==> src/rtl/syn_accum.sv <==
`default_nettype none
// ============================================================================
// syn_accum : serial synaptic weight accumulator feeding a LIF neuron
// Revision  : 1.0
// ============================================================================
module syn_accum #(
  parameter  int W_WID   = 8,
  parameter  int W_NUM   = 4,
  localparam int AW      = $clog2(W_NUM),
  localparam int ACC_WID = W_WID + AW + 1
) (
  input  logic                    clk,
  input  logic                    rst_n,
  input  logic                    w_we,
  input  logic [AW-1:0]           w_addr,
  input  logic signed [W_WID-1:0] w_data,
  input  logic                    in_valid,
  output logic                    in_ready,
  input  logic [W_NUM-1:0]        in_spikes,
  output logic                    out_valid,
  input  logic                    out_ready,
  output logic [7:0]              ir
);

  typedef enum logic [1:0] {IDLE = 2'd0, ACCUM = 2'd1, OUT = 2'd2} state_t;

  localparam logic [AW-1:0] LAST  = AW'(W_NUM - 1);
  localparam logic [AW:0]   NUM_C = (AW + 1)'(W_NUM);

  state_t                    state, state_nxt;
  logic signed [W_WID-1:0]   weights [W_NUM];
  logic [W_NUM-1:0]          spikes;
  logic [AW-1:0]             idx;
  logic signed [ACC_WID-1:0] acc;
  logic signed [ACC_WID-1:0] addend;
  logic signed [ACC_WID-1:0] acc_sum;
  logic signed [31:0]        sum_wide;
  logic [7:0]                sat;
  logic                      write_ok;

  // Non-power-of-2 register files silently drop writes past the last synapse.
  assign write_ok = ({1'b0, w_addr} < NUM_C);

  always_ff @(posedge clk or negedge rst_n) begin
    if (!rst_n) begin
      for (int i = 0; i < W_NUM; i++) weights[i] <= '0;
    end else if (w_we && write_ok) begin
      weights[w_addr] <= w_data;
    end
  end

  assign addend   = spikes[idx] ? {{(ACC_WID-W_WID){weights[idx][W_WID-1]}}, weights[idx]}
                                : '0;
  assign acc_sum  = acc + addend;
  assign sum_wide = {{(32-ACC_WID){acc_sum[ACC_WID-1]}}, acc_sum};

  always_comb begin
    if (sum_wide > 32'sd127)       sat = 8'h7f;
    else if (sum_wide < -32'sd128) sat = 8'h80;
    else                           sat = sum_wide[7:0];
  end

  always_ff @(posedge clk or negedge rst_n) begin
    if (!rst_n) state <= IDLE;
    else        state <= state_nxt;
  end

  always_comb begin
    state_nxt = state;
    in_ready  = 1'b0;
    out_valid = 1'b0;
    case (state)
      IDLE: begin
        in_ready = 1'b1;
        if (in_valid) state_nxt = ACCUM;
      end
      ACCUM: begin
        if (idx == LAST) state_nxt = OUT;
      end
      OUT: begin
        out_valid = 1'b1;
        if (out_ready) state_nxt = IDLE;
      end
      default: state_nxt = IDLE;
    endcase
  end

  always_ff @(posedge clk or negedge rst_n) begin
    if (!rst_n) begin
      spikes <= '0;
      acc    <= '0;
      idx    <= '0;
      ir     <= '0;
    end else begin
      case (state)
        IDLE: begin
          if (in_valid) begin
            spikes <= in_spikes;
            acc    <= '0;
            idx    <= '0;
          end
        end
        ACCUM: begin
          acc <= acc_sum;
          idx <= idx + 1'b1;
          if (idx == LAST) ir <= sat;
        end
        default: ;
      endcase
    end
  end

endmodule
`default_nettype wire

==> config.mk <==
export PLATFORM = sky130hd
export DESIGN_NAME = syn_accum
export DESIGN_NICKNAME = d
export VERILOG_FILES = /design/src/rtl/syn_accum.sv
export SDC_FILE = /design/constraint.sdc
export NUM_CORES = 1
export LEC_CHECK = 0
export BUFFER_PORTS_ARGS = -buffer_cell sky130_fd_sc_hd__buf_2
export CAP_MARGIN = 20
export CORE_MARGIN = 2
export CORE_UTILIZATION = 53
export CTS_CLUSTER_DIAMETER = 50
export CTS_CLUSTER_SIZE = 28
export DETAILED_ROUTE_END_ITERATION = 10
export PLACE_DENSITY = 0.84
export SLEW_MARGIN = 20
export SYNTH_ARGS = -nofsm -noshare
export SYNTH_HDL_FRONTEND = slang
export SYNTH_SLANG_ARGS = --single-unit
==> constraint.sdc <==
create_clock -name clk -period 3.5 [get_ports clk]
set_input_delay 0.525 -clock clk [delete_from_list [all_inputs] [get_ports clk]]
set_output_delay 0.525 -clock clk [all_outputs]
set_load 0.01 [all_outputs]
After elaboration in Yosys (flattened, before gate mapping)
Cells that the tools add are included.
{ "totals": {"reg_bits": 59, "input_bits": 19, "out_inout_bits": 10, "word_cells": 53} }
{ "classes": {"add_sub_neg": 2, "order_cmp": 6, "eq_ne": 6, "n_mux": 21, "n_bitwise": 2, "reduce_logical": 7} }
{ "ops": {"columns": ["op", "n"], "rows": [
  ["8-bit 2-to-1 mux", 5],
  ["32-bit bitwise mux", 1],
  ["11-bit 2-to-1 mux", 2],
  ["11-bit case mux with 2 select lines", 1],
  ["8-bit binary-select mux with 2-bit select", 1],
  ["8-bit demux with 2-bit select", 1],
  ["11-bit adder", 1],
  ["11-bit by 8-bit greater-than comparator with 1-bit output (second input constant)", 1],
  ["11-bit by 8-bit < comparator with 1-bit output (second input constant)", 1],
  ["2-bit 2-to-1 mux", 4],
  ["3-bit >= comparator (second input constant)", 2],
  ["2-bit inequality test (second input constant)", 3],
  ["2-bit NOT with 3-bit output", 2],
  ["2-bit case mux with 3 select lines", 1],
  ["2-bit AND reduction", 3],
  ["2-bit equality test (second input constant)", 2],
  ["2-bit case mux with 2 select lines", 1],
  ["2-bit by 3-bit < comparator with 1-bit output (second input constant)", 1],
  ["3-bit by 1-bit < comparator with 1-bit output (second input constant)", 1],
  ["1-bit 2-to-1 mux", 3],
  ["3-bit AND reduction", 1],
  ["2-bit by 1-bit adder with 2-bit output (second input constant)", 1],
  ["1-bit binary-select mux with 2-bit select", 1],
  ["2-bit by 1-bit equality test with 1-bit output (second input constant)", 1],
  ["3 further kinds", 3]
]} }

Longest topological paths before layout
Gate-level depths: netlist (run 1).
{ "logic_depth": {"ltp_word": 9, "mapped_depth": 14, "ltp_nobuf": 13} }

Worst setup path after synthesis (run 1)
No wires, ideal clock.
{ "synth_path": {"path_type": "register -> register", "start": "register idx[0]", "end": "register ir[0]", "setup_ns": 0.127, "arrival_time_ns": 3.364, "t_required_ns": 3.373, "path_slack_ns": 0.009, "stages_incl_launch_ff": 15, "path_buffers": 2, "period_less_slack_ns": 3.491, "cell_sequence": "dfrtp_1 > buf_1 > mux4_2 > nor2b_1 > ha_1 > inv_1 > fa_1 > nor2b_1 > o31a_2 > o31a_1 > o21a_1 > or3_1 > buf_6 > a31oi_1 > o21ai_1"} }
{ "synth_between": {"elab_chain_len": 9, "word_cells_on_any_way": 14, "cone_classes": "1 x add/sub; 2 x order compare; 1 x eq/ne; 8 x mux; 1 x bitwise; 1 x reduce/logical"} }
{ "synth_lines": {"columns": ["element", "line_no", "source"], "rows": [
  ["start: declaration", "33", "logic [AW-1:0] idx;"],
  ["start signal: assignment", "105", "idx <= idx + 1'b1;"],
  ["2-bit NOT with 3-bit output (not written as such)", "52", "assign addend = spikes[idx] ? {{(ACC_WID-W_WID){weights[idx][W_WID-1]}}, weights[idx]}"],
  ["8-bit binary-select mux with 2-bit select", "52", null],
  ["8-bit 2-to-1 mux (not written as such) (2 in series)", "52", null],
  ["11-bit 2-to-1 mux", "52", null],
  ["11-bit adder", "54", "assign acc_sum = acc + addend;"],
  ["11-bit by 8-bit < comparator with 1-bit output", "59", "else if (sum_wide < -32'sd128) sat = 8'h80;"],
  ["8-bit 2-to-1 mux", "59", null],
  ["8-bit 2-to-1 mux", "58", "if (sum_wide > 32'sd127) sat = 8'h7f;"],
  ["end signal: assignment", "106", "if (idx == LAST) ir <= sat;"],
  ["end: declaration", "22", "output logic [7:0] ir"]
]} }
Several ways; a longest one is shown, not always the timed one. The select of a mux whose other input is x is not followed.
A chain may end at the register's enable or synchronous reset.

Worst setup path in the final report (run 1)
Ends and elaborated chain as after synthesis.

==> impl_metrics.csv, run 1 <==
group,metric,value,unit
cts,clk_pin_slew,0.06,ns
placement,port-buffer-count,28,
route,ant_nets,0,
worst_setup_path,cp-end-kind,"flip-flop",
finish,area_growth,14.4,%
route,wl_per_cell,16.4,µm
route,drc,0,
timing,worst_slew_pin_slew,1.08,ns
global_routing,grt_max_degree,49,
route,via_per_inst,5.87,
worst_setup_path,max_stage_delay,0.50,ns
finish,utilization,63.2,%
worst_setup_path,critPathBufInv,1,
die,die_x,80.0,µm
timing,fmax,305,MHz
cts,numClockSinks,59,
pwr,p_leak,1.57,nW
pwr,ir_drop,0.469,mV
yosys,synth-simple-area-share,7.61,%
timing,setup_tns,0,ns
cts,cts-root-buf,"clkbuf_8",
timing,rsz0062_at_grt,"false",
yosys,ys_seq_elements,59,
placement,dp_hpwl,4.23,mm
route,num_vias,2125,
yosys,synth_nets,279,
worst_setup_path,path_delay_family,"compound AO/OA/AOI/OAI gates",
route,routed_wl,5.95,mm
yosys,muxShareOfSynthArea,20.1,%
finish,final_cell_mix,"dfrtp_1 (58), mux2_2 (37), buf_2 (27), a21oi_1 (14), nor2_1 (12)",
worst_setup_path,critical_path_arrival,3.50,ns
cts,cts_tree,"yes",
timing,max_slew_margin,27.9,%
finish,final_common_cell,"dfrtp_1",
pwr,p_per_area,1070,nW/µm²
yosys,synthAdderAreaFrac,5.16,%
global_routing,antenna_found_initial,0,
die,fp.dieArea,6390,µm²
timing,finalCritPeriodShare,93.7,%
yosys,syn_inst,248,
pwr,p_clk_share,16.4,%
cts,clk_path_buf_depth,2,
worst_setup_path,critPathMaxFanout,9,
placement,place.gp.congestion,0.860,
finish,final_layout_size_suffix_gt1_share,35.5,%
global_routing,grt_usage,21.0,%
pwr,p_sw_share,40.6,%
global_routing,grt_pass1_vias,2105,
yosys,async_flop_share,100,%
finish,n_fill_cell,432,
pwr,comb_power_share,55.5,%
run,drv_cap,0,
yosys,post_synth_xor_area_fraction,2.29,%
global_routing,grt_pass1_wl,9.95,mm
timing,finalSetupViolCount,0,
pwr,power.switching,1.52,mW
yosys,synth_compound_area_share,14.5,%
pwr,p_int,2.21,mW
cts,clock_latency,0.34,ns
timing,hold_viol_final,0,
status,status,"complete, no violations",
route,drt_first_pass_iters,4,
cts,htree_levels,3,
die,core,5540,µm²
timing,min_period,3.28,ns
worst_setup_path,crit_chain,"buf_4 > mux4_2 > nor2b_1 > ha_1 > a21oi_1 > o21ai_2 > a311oi_2 > xnor2_1 > or3_4 > a31oi_1 > o21ai_1",
pwr,seqPwrFrac,28.1,%
yosys,syn_avg_cell_area,12.3,µm²
hold_path,min_path_type,"in -> async",
finish,nets,316,
yosys,synth_top_family_by_area,"multiplexers",
yosys,netlist_area,3060,µm²
global_routing,grt_overflow,0,
yosys,yosysSeqAreaShare,48.3,%
timing,clock_skew,0.00478,ns
cts,cts_buffers,9,
yosys,synth_cell_types,49,
finish,antennaDiodeCount,0,
route,dr.first_iter.drc_count,101,
timing,drv_slew,0,
worst_setup_path,critPathSlowestCell,"mux4_2",
die,io_pins,29,
worst_setup_path,worstSetupStartpointType,"flip-flop",
yosys,ys.flop_type,"dfrtp_1",
yosys,synth_warnings,0,
worst_setup_path,critPathKind,"reg -> reg",
die,row_count,27,
die,initial_utilization,55.2,%
worst_setup_path,crit_required,3.72,ns
yosys,synth_edf_count,0,
die,die_h,80.0,µm
-- kinds of logic (layout without fill, tap and decap cells) --
kind of cell | Yosys count | in the layout
buf+inv | 14 | 56
simple gates | 44 | 44
mux | 48 | 48
fa+ha+maj | 12 | 12
xor+xnor | 8 | 8
compound gates | 63 | 63
flops | 59 | 59
-- sequential cells by signal, summed over array words and instances, names as in the netlist --
register	flops
idx	2
spikes	4
ir	8
acc	11
weights	32
state	2
-- per-stage QoR --
| step | power (mW) | instance area [µm²] | worst slack, ns | cells | hold slack [ns] |
|---|---|---|---|---|---|
| detailed placement | 3.06 | 3290 | 0.0358 | 346 | 0.472 |
| global placement | 2.99 | 3290 | 0.172 | 346 | 0.466 |
| global route | 4.03 | 3500 | 0.0211 | 362 | 0.227 |
| CTS | 3.68 | 3480 | 0.0173 | 362 | 0.373 |
| floorplan | 2.66 | 3060 | 0.00892 | 248 | 0.229 |
| finish | 3.73 | 3500 | 0.221 | 362 | 0.198 |
-- power by group through the flow --
stage / combinational, mW / clock (mW) / sequential [mW]
final: 2.07 / 0.611 / 1.05
after global routing: 2.29 / 0.660 / 1.07
after CTS: 2.01 / 0.624 / 1.05
after detailed placement: 2.01 / 0 / 1.05
after global placement: 1.95 / 0 / 1.05
after floorplan: 1.63 / 0 / 1.04
-- worst paths after layout --
kind	from	endpoint	slack [ns]	cells past startpoint
hold reg to reg	ir[7]	ir[7]	0.48	2
max in group asynchronous	rst_n	weights[30]	2.69	2
setup / recovery	idx[0]	ir[0]	0.22	11
setup reg to reg	idx[0]	ir[0]	0.22	11
hold / removal	rst_n	ir[1]	0.20	1
min in group clk	out_ready	state[1]	0.39	2
-- cell type report --
| type | count | area [µm²] | share of cell area (%) |
|---|---|---|---|
| repair buffers | 33 | 180 | 5.15 |
| well taps | 72 | 90.1 | 2.57 |
| flip-flops and latches | 59 | 1480 | 42.2 |
| clock inverters | 5 | 52.6 | 1.50 |
| clock buffers | 11 | 141 | 4.04 |
| multi-input cells | 175 | 1530 | 43.8 |
| inverters | 7 | 26.3 | 0.751 |
-- Yosys cell counts, drive strengths merged (2+ instances only) --
library cell,instances,area [µm²]
a311oi,2,23.8
xor2,2,17.5
mux2,37,417
nand3,3,15.0
a21oi,14,70.1
a31oi,2,12.5
a21o,2,15.0
a211oi,4,40.0
ha,11,138
mux2i,4,40.0
clkbuf,3,11.3
o21ai,16,83.8
xnor2,6,52.6
nor2b,10,65.1
o31a,2,18.8
nand3b,2,15.0
dfrtp,59,1480
nand2b,2,12.5
inv,7,26.3
mux4,7,158
buf,4,25.0
and3,2,13.8
nand2,8,30.0
o21a,3,22.5
nor2,12,45.0
a211o,2,17.5
a22o,10,88.8
-- worst reg2reg max path, cell delays in order (launching register included) --
cell and delay, ns:
dfrtp_2 0.44, buf_4 0.21, mux4_2 0.50, nor2b_1 0.14, ha_1 0.35, a21oi_1 0.28
o21ai_2 0.12, a311oi_2 0.29, xnor2_1 0.13, or3_4 0.44, a31oi_1 0.19, o21ai_1 0.08
-- layer usage --
| layer | up-vias | track usage [%] | wire length, µm |
|---|---|---|---|
| met5 | - | 0 | 0 |
| met4 | 0 | 6.44 | 89 |
| met3 | 9 | 8.03 | 270 |
| met2 | 47 | 33.3 | 2820 |
| met1 | 1065 | 26.6 | 2780 |
| li1 | 1004 | - | - |
-- timing repair --
action / 4_1_cts / 5_1_grt
endpoints found under the hold margin: 0 / 0
gates resized for setup: 0 / 3
setup buffers: 0 / 0
endpoints found under the setup margin: 0 / 9
hold buffers: 0 / 0
(Power assumes the default switching activity.)
==> run 2, diff against run 1 <==
- RECOVER_POWER: unset -> 25
- SKIP_LAST_GASP: unset -> 1
==> impl_metrics.csv, run 2 (same netlist as run 1, synthesis figures left out) <==
group,metric,value,unit
status,status,"finished, violations left",
status,violations,"max-capacitance violations, max-slew violations",
global_routing,antenna_found_initial,0,
route,routed_wl,5.94,mm
timing,setup_tns,0,ns
cts,cts-hold-fix-buffers,0,
finish,antennaDiodeCount,0,
global_routing,grt_pass1_vias,2105,
global_routing,met1_usage,26.6,%
placement,place.gp.congestion,0.860,
die,io_pins,29,
global_routing,grt_pass1_wl,9.95,mm
worst_setup_path,worstSetupStartpointType,"flip-flop",
die,initial_utilization,55.2,%
cts,clk_path_buf_depth,2,
die,row_count,27,
die,fp.dieArea,6390,µm²
die,die_h,80.0,µm
global_routing,grt_usage,21.0,%
timing,drv_slew,49,
cts,cts_resized,0,
global_routing,met2_usage,33.3,%
hold_path,hp-start,"out_ready",
cts,clk_pin_slew,0.06,ns
finish,largestRegisters,"weights: 32 flops, acc: 11 flops, ir: 8 flops",
finish,final_cell_mix,"dfrtp_1 (58), mux2_2 (37), buf_2 (27), a21oi_1 (14), nor2_1 (12)",
pwr,ir_drop,0.470,mV
placement,port-buffer-count,28,
finish,seq_area,1480,µm²
finish,area_growth,14.3,%
global_routing,grt_max_degree,49,
route,wl_per_cell,16.4,µm
cts,htree_levels,3,
timing,rsz0062_at_grt,"false",
worst_setup_path,crit_required,3.72,ns
timing,worst_slew_pin_slew,2.53,ns
cts,post_cts_buffers,0,
timing,clock_skew,0.00485,ns
finish,nets,316,
timing,finalCritPeriodShare,93.6,%
finish,largest_reg_flops,32,
worst_setup_path,reg2reg_slack,0.22,ns
timing,min_period,3.28,ns
timing,max_slew_margin,-68.4,%
timing,fmax,305,MHz
finish,multiInputGateArea,1530,µm²
hold_path,min_path_type,"in -> reg",
worst_setup_path,cp-end-kind,"flip-flop",
placement,placed_cells,346,
cts,cts_tree,"yes",
cts,numClockSinks,59,
die,core,5540,µm²
worst_setup_path,r2r_cells,11,
finish,final_common_cell,"dfrtp_1",
run,drv_cap,1,
finish,n_fill_cell,434,
route,dr.first_iter.drc_count,101,
finish,final_layout_size_suffix_gt1_share,35.2,%
hold_path,min_path_cells,2,
global_routing,grt_use_met3,8.03,%
worst_setup_path,reg2reg_to,"ir[6]",
cts,cts-root-buf,"clkbuf_8",
route,drt_first_pass_iters,4,
route,ant_nets,0,
placement,dp_hpwl,4.23,mm
hold_path,hold_path_end,"state[1]",
worst_setup_path,critPathMaxFanout,9,
pwr,p_per_area,1070,nW/µm²
global_routing,top_usage_layer,"met2",
timing,hold_viol_final,0,
worst_setup_path,worstReg2RegStart,"idx[0]",
worst_setup_path,critPathKind,"reg -> reg",
pwr,p_leak,1.57,nW
cts,cts_buffers,9,
global_routing,grt_overflow,0,
finish,final_cells,362,
route,drc,0,
cts,clock_latency,0.34,ns
die,die_x,80.0,µm
finish,largest-register,"weights",
worst_setup_path,critical_path_arrival,3.49,ns
timing,finalSetupViolCount,0,
route,via_per_inst,5.88,
route,num_vias,2130,
[run 2: worst max-delay path by stage]
stage / start / end / slack [ns] / depth (start not counted)
detailed placement: idx[0] / ir[1] / 0.04 / 12
finish: idx[0] / ir[6] / 0.22 / 11
global route: idx[0] / ir[6] / 0.02 / 11
CTS: idx[0] / ir[1] / 0.02 / 11
global placement: idx[0] / ir[0] / 0.17 / 11
floorplan: idx[0] / ir[0] / 0.009 / 14
[run 2: through the flow]
stage | hold slack, ns | util (%) | setup WS (ns) | instance area (µm²) | power, mW
4_1_cts | 0.373 | 62.9 | 0.0173 | 3480 | 3.68
3_5_place_dp | 0.472 | 59.4 | 0.0358 | 3290 | 3.06
6_report | 0.385 | 63.1 | 0.224 | 3500 | 3.73
3_3_place_gp | 0.466 | 59.4 | 0.172 | 3290 | 2.99
5_1_grt | 0.389 | 63.1 | 0.0211 | 3500 | 4.03
2_1_floorplan | 0.229 | - | 0.00892 | 3060 | 2.66
[run 2: where the power goes]
part | internal [mW] | switching [mW] | total, mW
clock | 0.344 | 0.267 | 0.611
combinational | 0.958 | 1.11 | 2.07
sequential | 0.910 | 0.138 | 1.05
[run 2: layout make-up]
| class | instances | share of cell area [%] |
|---|---|---|
| sequential | 59 | 42.3 |
| inverter | 7 | 0.752 |
| multi-input combinational | 175 | 43.8 |
| tap | 72 | 2.58 |
| clock buffer | 11 | 4.04 |
| clock inverter | 5 | 1.50 |
| timing repair buffer | 33 | 5.05 |
[run 2: worst max-delay path, cell delays in order, from the launching register on]
cell,delay (ns)
dfrtp_2,0.44
buf_4,0.21
mux4_2,0.49
nor2b_1,0.14
ha_1,0.35
a21oi_1,0.28
o21ai_2,0.12
a311oi_2,0.29
xnor2_1,0.13
or3_4,0.44
a21oi_1,0.17
a21oi_1,0.09
[run 2: metal layers]
layer	part of all wire [%]	routed length [µm]
met5	0	0
met4	1.2	70
met3	4.9	291
met2	48	2840
met1	46	2740
